[src/rtl/pc_pkg.sv]
// Shared encodings for the fetch next-PC sequencer: PC mux selects, redirect ranks, FSM states.
package pc_pkg;

  localparam logic [2:0] PC_SEL_PC4  = 3'd0;
  localparam logic [2:0] PC_SEL_JALR = 3'd1;
  localparam logic [2:0] PC_SEL_BR   = 3'd2;
  localparam logic [2:0] PC_SEL_JMP  = 3'd3;
  localparam logic [2:0] PC_SEL_EXCP = 3'd4;

  typedef enum logic [1:0] {
    ST_RUN   = 2'd0,
    ST_HOLD  = 2'd1,
    ST_DRAIN = 2'd2
  } pc_state_e;

  // Select encodings are not in priority order; map them to ranks 4..0.
  function automatic logic [2:0] pc_sel_rank(input logic [2:0] sel);
    case (sel)
      PC_SEL_EXCP: pc_sel_rank = 3'd4;
      PC_SEL_JALR: pc_sel_rank = 3'd3;
      PC_SEL_BR:   pc_sel_rank = 3'd2;
      PC_SEL_JMP:  pc_sel_rank = 3'd1;
      default:     pc_sel_rank = 3'd0;
    endcase
  endfunction

endpackage

[src/rtl/pc_seq_ctrl_if.sv]
// Fetch-side bus between the next-PC sequencer and the surrounding pipeline / PC mux.
interface pc_seq_ctrl_if;
  logic        io_stall;
  logic        io_imem_ready;
  logic        io_excp_valid;
  logic        io_jalr_valid;
  logic        io_br_taken;
  logic        io_jmp_valid;
  logic [31:0] io_pc_next;
  logic [2:0]  io_pc_sel;
  logic [31:0] io_pc;
  logic        io_imem_req_valid;
  logic        io_kill;
  logic        io_excp_ack;

  modport slave (
    input  io_stall, io_imem_ready, io_excp_valid, io_jalr_valid, io_br_taken,
           io_jmp_valid, io_pc_next,
    output io_pc_sel, io_pc, io_imem_req_valid, io_kill, io_excp_ack
  );

  modport master (
    output io_stall, io_imem_ready, io_excp_valid, io_jalr_valid, io_br_taken,
           io_jmp_valid, io_pc_next,
    input  io_pc_sel, io_pc, io_imem_req_valid, io_kill, io_excp_ack
  );
endinterface

[src/rtl/pc_redirect_prio.sv]
// Combinational redirect priority encoder: EXCP > JALR > BR > JMP > PC4.
module pc_redirect_prio
  import pc_pkg::*;
(
  input  logic       excp_valid,
  input  logic       jalr_valid,
  input  logic       br_taken,
  input  logic       jmp_valid,
  output logic       any_redirect,
  output logic [2:0] sel
);

  always_comb begin
    sel = PC_SEL_PC4;
    if      (excp_valid) sel = PC_SEL_EXCP;
    else if (jalr_valid) sel = PC_SEL_JALR;
    else if (br_taken)   sel = PC_SEL_BR;
    else if (jmp_valid)  sel = PC_SEL_JMP;
  end

  assign any_redirect = excp_valid | jalr_valid | br_taken | jmp_valid;

endmodule

[src/rtl/pc_seq_ctrl.sv]
// Next-PC sequencer: owns the fetch PC, drives the external PC mux select, buffers
// redirects while imem is busy and blanks fetch for EXCP_DRAIN cycles after a trap.
module pc_seq_ctrl
  import pc_pkg::*;
#(
  parameter logic [31:0] RESET_VEC  = 32'h0000_2000,
  parameter int          EXCP_DRAIN = 2
) (
  input  logic         clk,
  input  logic         reset,
  pc_seq_ctrl_if.slave pc_bus
);

  pc_state_e   state;
  logic [31:0] pc_q;
  logic [2:0]  buf_sel;
  logic [31:0] buf_tgt;
  logic [3:0]  drain_cnt;
  logic        kill_q;
  logic        ack_q;

  logic        redir_any;
  logic [2:0]  redir_sel;
  logic [2:0]  sel_c;
  logic        overwrite;
  logic [2:0]  hold_sel;

  pc_redirect_prio u_prio (
    .excp_valid   (pc_bus.io_excp_valid),
    .jalr_valid   (pc_bus.io_jalr_valid),
    .br_taken     (pc_bus.io_br_taken),
    .jmp_valid    (pc_bus.io_jmp_valid),
    .any_redirect (redir_any),
    .sel          (redir_sel)
  );

  // Equal rank overwrites so the youngest target of a repeated redirect type wins.
  assign overwrite = redir_any && (pc_sel_rank(redir_sel) >= pc_sel_rank(buf_sel));

  always_comb begin
    sel_c    = PC_SEL_PC4;
    hold_sel = overwrite ? redir_sel : buf_sel;
    case (state)
      ST_RUN, ST_HOLD: sel_c = redir_any ? redir_sel : PC_SEL_PC4;
      ST_DRAIN:        sel_c = pc_bus.io_excp_valid ? PC_SEL_EXCP : PC_SEL_PC4;
      default:         sel_c = PC_SEL_PC4;
    endcase
    if (reset) sel_c = PC_SEL_PC4;
  end

  assign pc_bus.io_pc_sel         = sel_c;
  assign pc_bus.io_pc             = pc_q;
  assign pc_bus.io_imem_req_valid = !reset && (state != ST_DRAIN);
  assign pc_bus.io_kill           = kill_q;
  assign pc_bus.io_excp_ack       = ack_q;

  always_ff @(posedge clk) begin
    if (reset) begin
      state     <= ST_RUN;
      pc_q      <= RESET_VEC;
      buf_sel   <= PC_SEL_PC4;
      buf_tgt   <= '0;
      drain_cnt <= '0;
      kill_q    <= 1'b0;
      ack_q     <= 1'b0;
    end else begin
      kill_q <= 1'b0;
      ack_q  <= 1'b0;
      case (state)
        ST_RUN: begin
          if (redir_any) begin
            if (pc_bus.io_imem_ready) begin
              pc_q   <= pc_bus.io_pc_next;
              kill_q <= 1'b1;
              if (redir_sel == PC_SEL_EXCP) begin
                ack_q     <= 1'b1;
                drain_cnt <= 4'(EXCP_DRAIN);
                state     <= ST_DRAIN;
              end
            end else begin
              buf_sel <= redir_sel;
              buf_tgt <= pc_bus.io_pc_next;
              state   <= ST_HOLD;
            end
          end else if (pc_bus.io_imem_ready && !pc_bus.io_stall) begin
            pc_q <= pc_bus.io_pc_next;
          end
        end
        ST_HOLD: begin
          if (pc_bus.io_imem_ready) begin
            pc_q   <= overwrite ? pc_bus.io_pc_next : buf_tgt;
            kill_q <= 1'b1;
            if (hold_sel == PC_SEL_EXCP) begin
              ack_q     <= 1'b1;
              drain_cnt <= 4'(EXCP_DRAIN);
              state     <= ST_DRAIN;
            end else begin
              state <= ST_RUN;
            end
          end else if (overwrite) begin
            buf_sel <= redir_sel;
            buf_tgt <= pc_bus.io_pc_next;
          end
        end
        ST_DRAIN: begin
          // A nested trap restarts the blanking window without waiting on imem.
          if (pc_bus.io_excp_valid) begin
            pc_q      <= pc_bus.io_pc_next;
            drain_cnt <= 4'(EXCP_DRAIN);
            ack_q     <= 1'b1;
            kill_q    <= 1'b1;
          end else begin
            drain_cnt <= drain_cnt - 4'd1;
            if (drain_cnt <= 4'd1) state <= ST_RUN;
          end
        end
        default: state <= ST_RUN;
      endcase
    end
  end

endmodule

[src/flat_wrapper.sv]
// flat-port wrapper written by rule: the top's interface ports become plain ports
module pc_seq_ctrl_flat import pc_pkg::*;
#(
  parameter logic [31:0] RESET_VEC  = 32'h0000_2000,
  parameter int          EXCP_DRAIN = 2
)
  (clk, reset, pc_bus_io_stall, pc_bus_io_imem_ready, pc_bus_io_excp_valid, pc_bus_io_jalr_valid, pc_bus_io_br_taken, pc_bus_io_jmp_valid, pc_bus_io_pc_next, pc_bus_io_pc_sel, pc_bus_io_pc, pc_bus_io_imem_req_valid, pc_bus_io_kill, pc_bus_io_excp_ack);
  pc_seq_ctrl_if pc_bus_i ();
  input  logic clk;
  input  logic reset;
  input wire logic [$bits(pc_bus_i.io_stall)-1:0] pc_bus_io_stall;
  input wire logic [$bits(pc_bus_i.io_imem_ready)-1:0] pc_bus_io_imem_ready;
  input wire logic [$bits(pc_bus_i.io_excp_valid)-1:0] pc_bus_io_excp_valid;
  input wire logic [$bits(pc_bus_i.io_jalr_valid)-1:0] pc_bus_io_jalr_valid;
  input wire logic [$bits(pc_bus_i.io_br_taken)-1:0] pc_bus_io_br_taken;
  input wire logic [$bits(pc_bus_i.io_jmp_valid)-1:0] pc_bus_io_jmp_valid;
  input wire logic [$bits(pc_bus_i.io_pc_next)-1:0] pc_bus_io_pc_next;
  output wire logic [$bits(pc_bus_i.io_pc_sel)-1:0] pc_bus_io_pc_sel;
  output wire logic [$bits(pc_bus_i.io_pc)-1:0] pc_bus_io_pc;
  output wire logic [$bits(pc_bus_i.io_imem_req_valid)-1:0] pc_bus_io_imem_req_valid;
  output wire logic [$bits(pc_bus_i.io_kill)-1:0] pc_bus_io_kill;
  output wire logic [$bits(pc_bus_i.io_excp_ack)-1:0] pc_bus_io_excp_ack;
  assign pc_bus_i.io_stall = pc_bus_io_stall;
  assign pc_bus_i.io_imem_ready = pc_bus_io_imem_ready;
  assign pc_bus_i.io_excp_valid = pc_bus_io_excp_valid;
  assign pc_bus_i.io_jalr_valid = pc_bus_io_jalr_valid;
  assign pc_bus_i.io_br_taken = pc_bus_io_br_taken;
  assign pc_bus_i.io_jmp_valid = pc_bus_io_jmp_valid;
  assign pc_bus_i.io_pc_next = pc_bus_io_pc_next;
  assign pc_bus_io_pc_sel = pc_bus_i.io_pc_sel;
  assign pc_bus_io_pc = pc_bus_i.io_pc;
  assign pc_bus_io_imem_req_valid = pc_bus_i.io_imem_req_valid;
  assign pc_bus_io_kill = pc_bus_i.io_kill;
  assign pc_bus_io_excp_ack = pc_bus_i.io_excp_ack;
  pc_seq_ctrl #(.RESET_VEC(RESET_VEC), .EXCP_DRAIN(EXCP_DRAIN)) u_core (.clk(clk), .reset(reset), .pc_bus(pc_bus_i));
endmodule
[config.mk]
export PLATFORM = sky130hd
export DESIGN_NAME = pc_seq_ctrl_flat
export DESIGN_NICKNAME = d
export VERILOG_FILES = /design/src/rtl/pc_pkg.sv /design/src/rtl/pc_seq_ctrl_if.sv /design/src/rtl/pc_redirect_prio.sv /design/src/rtl/pc_seq_ctrl.sv /design/src/flat_wrapper.sv
export SDC_FILE = /design/constraint.sdc
export NUM_CORES = 1
export LEC_CHECK = 0
export ABC_AREA = 1
export CAP_MARGIN = 20
export CELL_PAD_IN_SITES_DETAIL_PLACEMENT = 1
export CELL_PAD_IN_SITES_GLOBAL_PLACEMENT = 2
export CORE_MARGIN = 2
export CORE_UTILIZATION = 25
export CTS_CLUSTER_DIAMETER = 100
export CTS_CLUSTER_SIZE = 24
export DETAILED_ROUTE_END_ITERATION = 10
export MAX_ROUTING_LAYER = met4
export PLACE_DENSITY = 0.78
export SLEW_MARGIN = 20
export SYNTH_ARGS = -nofsm -noshare
export SYNTH_HDL_FRONTEND = slang
export SYNTH_SLANG_ARGS = --single-unit
[constraint.sdc]
create_clock -name clk -period 2.7 [get_ports clk]
set_clock_uncertainty 0.1 [all_clocks]
set_input_delay 0.54 -clock clk [delete_from_list [all_inputs] [get_ports clk]]
set_output_delay 0.54 -clock clk [all_outputs]
set_load 0.05 [all_outputs]
Word-level counts from Yosys, hierarchy flattened
Cells that the tools add are included.
- register bits after elaboration: 75
- input bits: 40
- multiplexer cells: 51
- bitwise operators: 3
- eq/ne operators: 25
- $lt $le $gt $ge: 2
- reduce and logical (&&, ||, !) cells: 13
- add/sub/neg operators: 1
- operators by type and width (operator ; number):
    32-bit 2-to-1 mux ; 9
    32-bit case mux with 3 select lines ; 1
    32-bit case mux with 2 select lines ; 1
    3-bit 2-to-1 mux ; 8
    4-bit 2-to-1 mux ; 6
    3-bit case mux with 4 select lines ; 2
    2-bit 2-to-1 mux ; 10
    2-bit inequality test (second input constant) ; 7
    3-bit by 2-bit == test with 1-bit output (second input constant) ; 4
    3-bit case mux with 2 select lines ; 2
    4-bit case mux with 3 select lines ; 1
    5-bit AND reduction ; 2
    3-bit == test (second input constant) ; 3
    1-bit 2-to-1 mux ; 8
    2-bit by 1-bit inequality test with 1-bit output (second input constant) ; 4
    3-bit by 1-bit == test with 1-bit output (second input constant) ; 2
    1-bit case mux with 3 select lines ; 2
    2-bit case mux with 3 select lines ; 1
    6-bit AND reduction ; 1
    4-bit by 1-bit <= comparator with 1-bit output (second input constant) ; 1
    4-bit AND reduction ; 1
    4-bit by 1-bit subtractor with 4-bit output (second input constant) ; 1
    3-bit greater-or-equal comparator ; 1
    1-bit logical AND ; 3
    11 further kinds ; 14

Logic depth before layout (Yosys ltp)
Gate-level depths: netlist (run 1).
- depth after elaboration: 13
- mapped depth: 19
- gate-level depth less buffers: 19

Hierarchy
From an unflattened synthesis (run 1), not the netlist that was laid out.
- cell total of the unflattened synthesis: 495
- area, all modules: 3473.3 µm²
- by module, submodules not included (module ; seq. area each (µm²) ; area an instance (µm²) ; instances ; cells each):
    pc_seq_ctrl ; 1501.4 ; 3429.5 ; 1 ; 486
    pc_redirect_prio ; 0.0 ; 43.8 ; 1 ; 9

Worst setup path after synthesis (run 1)
No wires, ideal clock.
- kind: input-to-output
- from: input reset
- to: output pc_bus_io_pc_sel[1]
- stages: 2
- arrival: 2293 ps
- required time: 2060 ps
- path buffers: 1
- path slack: -233 ps
- cells stage by stage: clkbuf_1 -> nor4_1
- longest elaborated chain between the ends: 1
- RTL lines (element ; line ; RTL):
    start, declared ; flat_wrapper.sv:10 ; input logic reset;
    3-bit 2-to-1 mux ; pc_seq_ctrl.sv:48 ; if (reset) sel_c = PC_SEL_PC4;
    end, declared ; flat_wrapper.sv:18 ; output wire logic [$bits(pc_bus_i.io_pc_sel)-1:0] pc_bus_io_pc_sel;
No other way between the ends.

Worst setup path in the final report (run 1)
- from: input pc_bus_io_excp_valid
- to: output pc_bus_io_pc_sel[2]
- longest elaborated chain between the ends: 6
- elaborated cells between the ends (all ways): 8
- RTL lines (element ; line ; RTL):
    start, declared ; flat_wrapper.sv:13 ; input wire logic [$bits(pc_bus_i.io_excp_valid)-1:0] pc_bus_io_excp_valid;
    1-bit OR (3 in a row) ; pc_redirect_prio.sv:21 ; assign any_redirect = excp_valid | jalr_valid | br_taken | jmp_valid;
    3-bit 2-to-1 mux ; pc_seq_ctrl.sv:44 ; ST_RUN, ST_HOLD: sel_c = redir_any ? redir_sel : PC_SEL_PC4;
    3-bit case mux with 2 select lines * ; pc_seq_ctrl.sv:43 ; case (state)
    3-bit 2-to-1 mux * ; pc_seq_ctrl.sv:48 ;
Every way passes the cells marked *; elsewhere a longest branch is shown, timed or not.

==> results of run 1 <==
[placed cells by master (no fill, tap or decap), types with 2 or more instances in the layout]
cell type / Yosys / routed
clkbuf_16: 0 / 9
a211oi_2: 5 / 5
nand3_1: 8 / 8
a21oi_1: 62 / 62
inv_1: 25 / 25
o211ai_1: 7 / 7
buf_12: 0 / 8
nand2_2: 3 / 5
nor3_1: 3 / 3
nor2_4: 3 / 3
a31oi_1: 5 / 5
clkbuf_1: 12 / 2
nand4_1: 2 / 2
inv_2: 4 / 4
mux2i_1: 22 / 22
clkdlybuf4s50_1: 0 / 73
nand2_1: 51 / 48
o21ai_0: 61 / 61
dfxtp_1: 75 / 75
clkbuf_8: 0 / 3
buf_4: 4 / 21
nor2_1: 20 / 20
ha_1: 5 / 5
[power by group]
| part | leakage, nW | switching [mW] | internal (mW) | total [mW] |
|---|---|---|---|---|
| Combinational | 1.29 | 0.964 | 0.569 | 1.53 |
| Clock | 0.135 | 0.444 | 0.693 | 1.14 |
| Sequential | 0.622 | 0.126 | 1.32 | 1.45 |
| Total | 2.05 | 1.53 | 2.58 | 4.12 |
[final cells by class]
type	instances	share of cell area
repair buffers	102	0.221
clock buffers	14	0.0577
inverters	32	0.0261
multi-input cells	270	0.332
well taps	176	0.0463
flip-flops and latches	75	0.316
clock inverters	1	0.00158
[worst min-delay path by stage]
stage | slack, ns | cells past startpoint | endpoint | start
3_3_place_gp | 0.35 | 2 | u_core.buf_tgt[2]$_SDFFE_PP0P_ | u_core.buf_tgt[2]$_SDFFE_PP0P_
3_5_place_dp | 0.36 | 2 | u_core.buf_tgt[1]$_SDFFE_PP0P_ | u_core.buf_tgt[1]$_SDFFE_PP0P_
6_report | 0.36 | 2 | u_core.buf_tgt[1]$_SDFFE_PP0P_ | u_core.buf_tgt[1]$_SDFFE_PP0P_
4_1_cts | 0.37 | 2 | u_core.buf_tgt[1]$_SDFFE_PP0P_ | u_core.buf_tgt[1]$_SDFFE_PP0P_
5_1_grt | 0.39 | 2 | u_core.buf_tgt[1]$_SDFFE_PP0P_ | u_core.buf_tgt[1]$_SDFFE_PP0P_
2_1_floorplan | 0.34 | 2 | u_core.buf_tgt[0]$_SDFFE_PP0P_ | u_core.buf_tgt[0]$_SDFFE_PP0P_
[registers in the layout (all words and copies together), names as in the netlist]
register,flops
u_core.pc_bus.io_kill,1
u_core.buf_tgt,32
u_core.state,2
u_core.buf_sel,3
u_core.pc_bus.io_pc,32
u_core.drain_cnt,4
u_core.pc_bus.io_excp_ack,1
[repair_timing]
item                                    CTS  global route
buffers inserted                          0             0
gates resized for setup                   0             4
endpoints found under the setup margin    0            26
[logic make-up after synthesis]
kind of cell | Yosys count
DFF | 75
muxes | 22
AOI/OAI and AO/OA | 145
xor gates and xnor gates | 2
and+or+nand+nor | 96
buffers and inverters | 58
adders and majority gates | 5
[routing by layer]
layer  track usage  vias to the layer above
li1              -                     1552
met1         0.167                     1504
met2         0.236                       64
met3        0.0512                       13
met4        0.0404                        0
met5             -                        -
[worst min-delay path, stage by stage, from the launching register on]
cell and delay (ns):
dfxtp_1 0.31, nand2_1 0.06, a21oi_1 0.05
[stage by stage]
stage	hold WS, ns	TNS (ns)	worst slack [ns]
3_3_place_gp	0.346	-4.20	-0.132
3_5_place_dp	0.358	-9.52	-0.232
2_1_floorplan	0.340	-0.0313	-0.0157
4_1_cts	0.367	0	0.121
6_report	0.360	0	0.212
5_1_grt	0.385	0	0.00397
==> run_results.csv, run 1 <==
group,metric,value,unit
critical_path,worstReg2RegStart,"u_core.buf_sel[1]$_SDFFE_PP0P_",
synth,synth-seq-cells,75,
floorplanning,die-area,14200,um^2
synth,yosys.area_share.simple,0.134,
critical_path,cp.depth,5,
clock_network,h-tree-depth,3,
grt,grt_pass1_wl,15.8,mm
route,top_layer,"met4",
clock_network,cts_root_buf,"clkbuf_16",
synth,synth_compound_area_frac,0.244,
critical_path,cp_slowest_cell,"clkdlybuf4s50_1",
power_and_ir_drop,leakage,2.05,nW
grt,antenna_found_initial,0,
sta,final-max-slew-violation-count,0,
sta,max_freq,402,MHz
sta,tightest_slew,0.544,ns
route,drc,0,
layout,layout.nets,535,
layout,area_delta_synth_final,42.9,%
power_and_ir_drop,p_total,4.12,mW
layout,fin_util,0.362,
synth,synth_top_family_by_area,"compound AO/OA/AOI/OAI gates",
critical_path,endpoint,"pc_bus_io_pc_sel[2]",
route,routed_via_density,4.68,
route,met3_length,491,um
critical_path,cp_top_family,"buffers and inverters",
clock_network,clkTransAtPathRegs,0.05,ns
power_and_ir_drop,ir_worst_vdd,0.000470,V
clock_network,cts_tree,"yes",
route,num_vias,3133,
clock_network,clock_sinks,75,
run_status,status,"finished clean",
min_path,worstHoldPathType,"reg2reg",
synth,synth.most_common_cell,"dfxtp_1",
synth,yosysTopAreaCell,"dfxtp_1",
route,dr_wl_met2,4.56,mm
synth,ys.flop_type,"dfxtp_1",
synth,synth-edff-count,0,
synth,synth_cell_types,38,
sta,hold_violations,0,
place,place_area,4460,um^2
synth,ys_seq_area_frac,0.451,
critical_path,end_kind,"output pin",
layout,regArea,1500,um^2
synth,synth-adder-area-share,0.0188,
synth,postSynthAreaPerCell,8.25,um^2
critical_path,reg2reg_depth,14,
clock_network,cts_made_buffers,9,
layout,n_antenna_cell,0,
clock_network,clk_latency,0.34,ns
synth,syn_area,3330,um^2
route,drtPass1Iterations,4,
place,placed_cells,655,
floorplanning,dieWidth,119,um
critical_path,critical_path_required,2.06,ns
sta,slew_headroom,0.636,
clock_network,hold_buffers,0,
route,drt-total-wl,9.53,mm
layout,nFillCells,1571,
layout,drive_above_1_share,0.140,
place,globalplace.congestion,0.826,
place,dp_hpwl,6.73,mm
sta,finalCriticalPeriod,2.49,ns
synth,async_flop_share,0,
grt,overflow,0,
clock_network,max-clock-path-buffers,2,
sta,min_period_over_period,0.922,
critical_path,worstPathArrival,1.85,ns
critical_path,cp_num_buf_inv,4,
synth,yosys-top-cells-count,"75 x dfxtp_1, 62 x a21oi_1, 61 x o21ai_0, 51 x nand2_1, 25 x inv_1",
sta,finalSetupViolations,0,
sta,rsz0062_at_grt,"false",
route,drt_iter0_markers,118,
critical_path,r2r_end,"u_core.pc_bus.io_pc[27]$_SDFFE_PP0P_",
synth,synth_cells,403,
route,wl_met1,4.34,mm
critical_path,criticalPathCategory,"in2out",
critical_path,crit_fanout,6,
synth,syn_nets,448,
grt,grt_start_max_net_pins,55,
synth,netlist.area_leader.share,0.451,
floorplanning,fp-row-count,42,
route,ant_nets,0,
job,maxCapViolCount,0,
grt,grt_usage,0.144,
grt,grt_pass1_vias,3255,
layout,multi_input_area,1580,um^2
critical_path,reg2reg_slack,0.51,ns
layout,final_area,4750,um^2
floorplanning,num_io_pins,78,
layout,instances_no_fill,670,
synth,synthMuxAreaShare,0.0662,
synth,synth_xor_area_frac,0.00527,
place,io_buffers,77,
critical_path,path_cells,"clkdlybuf4s50_1 > inv_2 > buf_4 > nor3_1 > buf_12",
critical_path,slowest_delay,0.54,ns
critical_path,start_kind,"input pin",
floorplanning,core,13100,um^2
power_and_ir_drop,powerDensity,867,nW/um^2
synth,yosys_warnings,0,
synth,synth.top_cells.by_area,"dfxtp_1 45%, a21oi_1 9.3%, o21ai_0 9.2%",
floorplanning,fp.dieH,119,um
critical_path,timing.critical_path.from,"pc_bus_io_excp_valid",
route,wl_per_cell,14.2,um
floorplanning,start_util,0.253,
(Power assumes the default switching activity.)
==> inputs of run 2 (changes only) <==
- CORE_MARGIN: 2 -> 10
- SLEW_MARGIN: 20 -> 25
==> run 2 against run 1 <==
Sequential share of layout area about the same. Clock power up 9%. Routed wire length up 5.8%. First-iteration DRC count down 9.3%. Flip-flop and latch count unchanged. Maximum frequency up 0.75%. Hold slack better by 0.012 ns. Largest power group unchanged. Highest routed layer unchanged. Critical path type unchanged. Combinational power about the same. Final cell count down 0.30%. Setup slack better by 0.019 ns.
==> run_results.csv, run 2 (same netlist as run 1, synthesis figures left out) <==
group,metric,value,unit
run_status,status,"finished clean",
power_and_ir_drop,powerDensity,883,nW/um^2
critical_path,criticalPathCategory,"in2out",
layout,fin_util,0.362,
critical_path,start_kind,"input pin",
place,dp_hpwl,7.19,mm
floorplanning,fp.dieH,135,um
min_path,worstHoldPathType,"reg2reg",
clock_network,clock_sinks,75,
grt,grt_start_max_net_pins,58,
floorplanning,core,13100,um^2
critical_path,worstPathArrival,1.83,ns
clock_network,max-clock-path-buffers,2,
layout,final_common_cell,"dfxtp_1",
clock_network,cts_root_buf,"clkbuf_16",
place,placed_cells,653,
sta,rsz0062_at_grt,"false",
route,drt-total-wl,10.1,mm
route,drc,0,
grt,grt_pass1_vias,3367,
critical_path,end_kind,"output pin",
floorplanning,start_util,0.253,
route,num_vias,3111,
layout,final_cell_mix,"75 x dfxtp_1, 73 x clkdlybuf4s50_1, 62 x a21oi_1, 61 x o21ai_0, 48 x nand2_1",
floorplanning,dieWidth,135,um
layout,area_delta_synth_final,43.1,%
power_and_ir_drop,leakage,2.05,nW
floorplanning,fp-row-count,42,
grt,overflow,0,
route,routed_via_density,4.66,
sta,tightest_slew,0.522,ns
clock_network,cts_tree,"yes",
layout,nFillCells,1573,
sta,final-max-slew-violation-count,0,
power_and_ir_drop,p_total,4.20,mW
clock_network,clk_latency,0.34,ns
clock_network,h-tree-depth,3,
critical_path,crit_fanout,3,
critical_path,critical_path_required,2.06,ns
sta,slew_headroom,0.651,
grt,grt_pass1_wl,16.8,mm
route,drtPass1Iterations,4,
place,io_buffers,77,
clock_network,cts_made_buffers,9,
sta,hold_violations,0,
grt,grt_usage,0.117,
sta,finalWorstSetupSlack,0.230,ns
layout,n_antenna_cell,0,
floorplanning,die-area,18300,um^2
clock_network,clkTransAtPathRegs,0.06,ns
sta,min_period_over_period,0.915,
grt,antenna_found_initial,0,
route,drt_iter0_markers,107,
power_and_ir_drop,ir_worst_vdd,0.000396,V
place,post-place-ws,-0.185,ns
layout,instances_no_fill,668,
layout,drive_above_1_share,0.138,
route,wl_per_cell,15.1,um
floorplanning,num_io_pins,78,
route,ant_nets,0,
sta,finalSetupViolations,0,
place,globalplace.congestion,0.841,
job,maxCapViolCount,0,
sta,max_freq,405,MHz
layout,layout.nets,533,
sta,finalCriticalPeriod,2.47,ns
sta,fin_tns_setup,0,ns
==> run 2: cell count changes in the layout (fill, tap and decap cells not counted), sizes merged <==
cell,change
buf,-2
bufinv,+1
clkbuf,-2
inv,+1
==> run 2: stage by stage <==
step | hold WS (ns) | area (um^2)
after detailed placement | 0.355 | 4440
after global placement | 0.349 | 4440
after CTS | 0.376 | 4750
after global routing | 0.393 | 4760
after floorplan | 0.340 | 3330
final | 0.372 | 4760
==> run 2: worst max-delay path, stage by stage <==
cell	delay (ns)
clkdlybuf4s50_1	0.42
inv_1	0.08
nand2_1	0.05
nand2_1	0.05
nand2_1	0.06
buf_4	0.14
nor3_1	0.30
buf_12	0.19
==> run 2: report_power, final <==
group	switching (mW)	leakage (nW)	internal, mW
logic	0.953	1.28	0.556
registers	0.130	0.622	1.32
clock network	0.476	0.145	0.765
==> run 2: repair_timing <==
item / CTS / global route
gates resized for setup: 0 / 4
endpoints found under the setup margin: 0 / 29
hold buffers: 0 / 0
setup buffers: 0 / 0
==> run 2: cell type report <==
class	count	area [um^2]	area share
Multi-Input combinational cell	270	1580	0.331
Sequential cell	75	1500	0.316
Timing Repair Buffer	100	1030	0.217
Clock buffer	12	256	0.0539
Tap cell	176	220	0.0463
Inverter	32	124	0.0260
Clock inverter	3	46.3	0.00973
==> run 2: worst paths after layout <==
kind,depth (start not counted),to,slack [ns],startpoint
min,2,u_core.buf_tgt[29]$_SDFFE_PP0P_,0.37,u_core.buf_tgt[29]$_SDFFE_PP0P_
max,8,pc_bus_io_pc_sel[0],0.23,pc_bus_io_br_taken
min reg2reg,2,u_core.buf_tgt[29]$_SDFFE_PP0P_,0.37,u_core.buf_tgt[29]$_SDFFE_PP0P_
max reg2reg,9,u_core.pc_bus.io_pc[31]$_SDFFE_PP0P_,0.50,u_core.state[1]$_SDFFE_PP0P_
==> run 2: per-layer routing <==
metal  global-route usage  wire length, um  part of all wire  up-vias
met5                    -                0                 0        -
met4               0.0550              147             0.015        0
met3               0.0286              360             0.036       13
met2                0.187             4770              0.47       64
met1                0.136             4800              0.48     1486
li1                     -                -                 -     1548
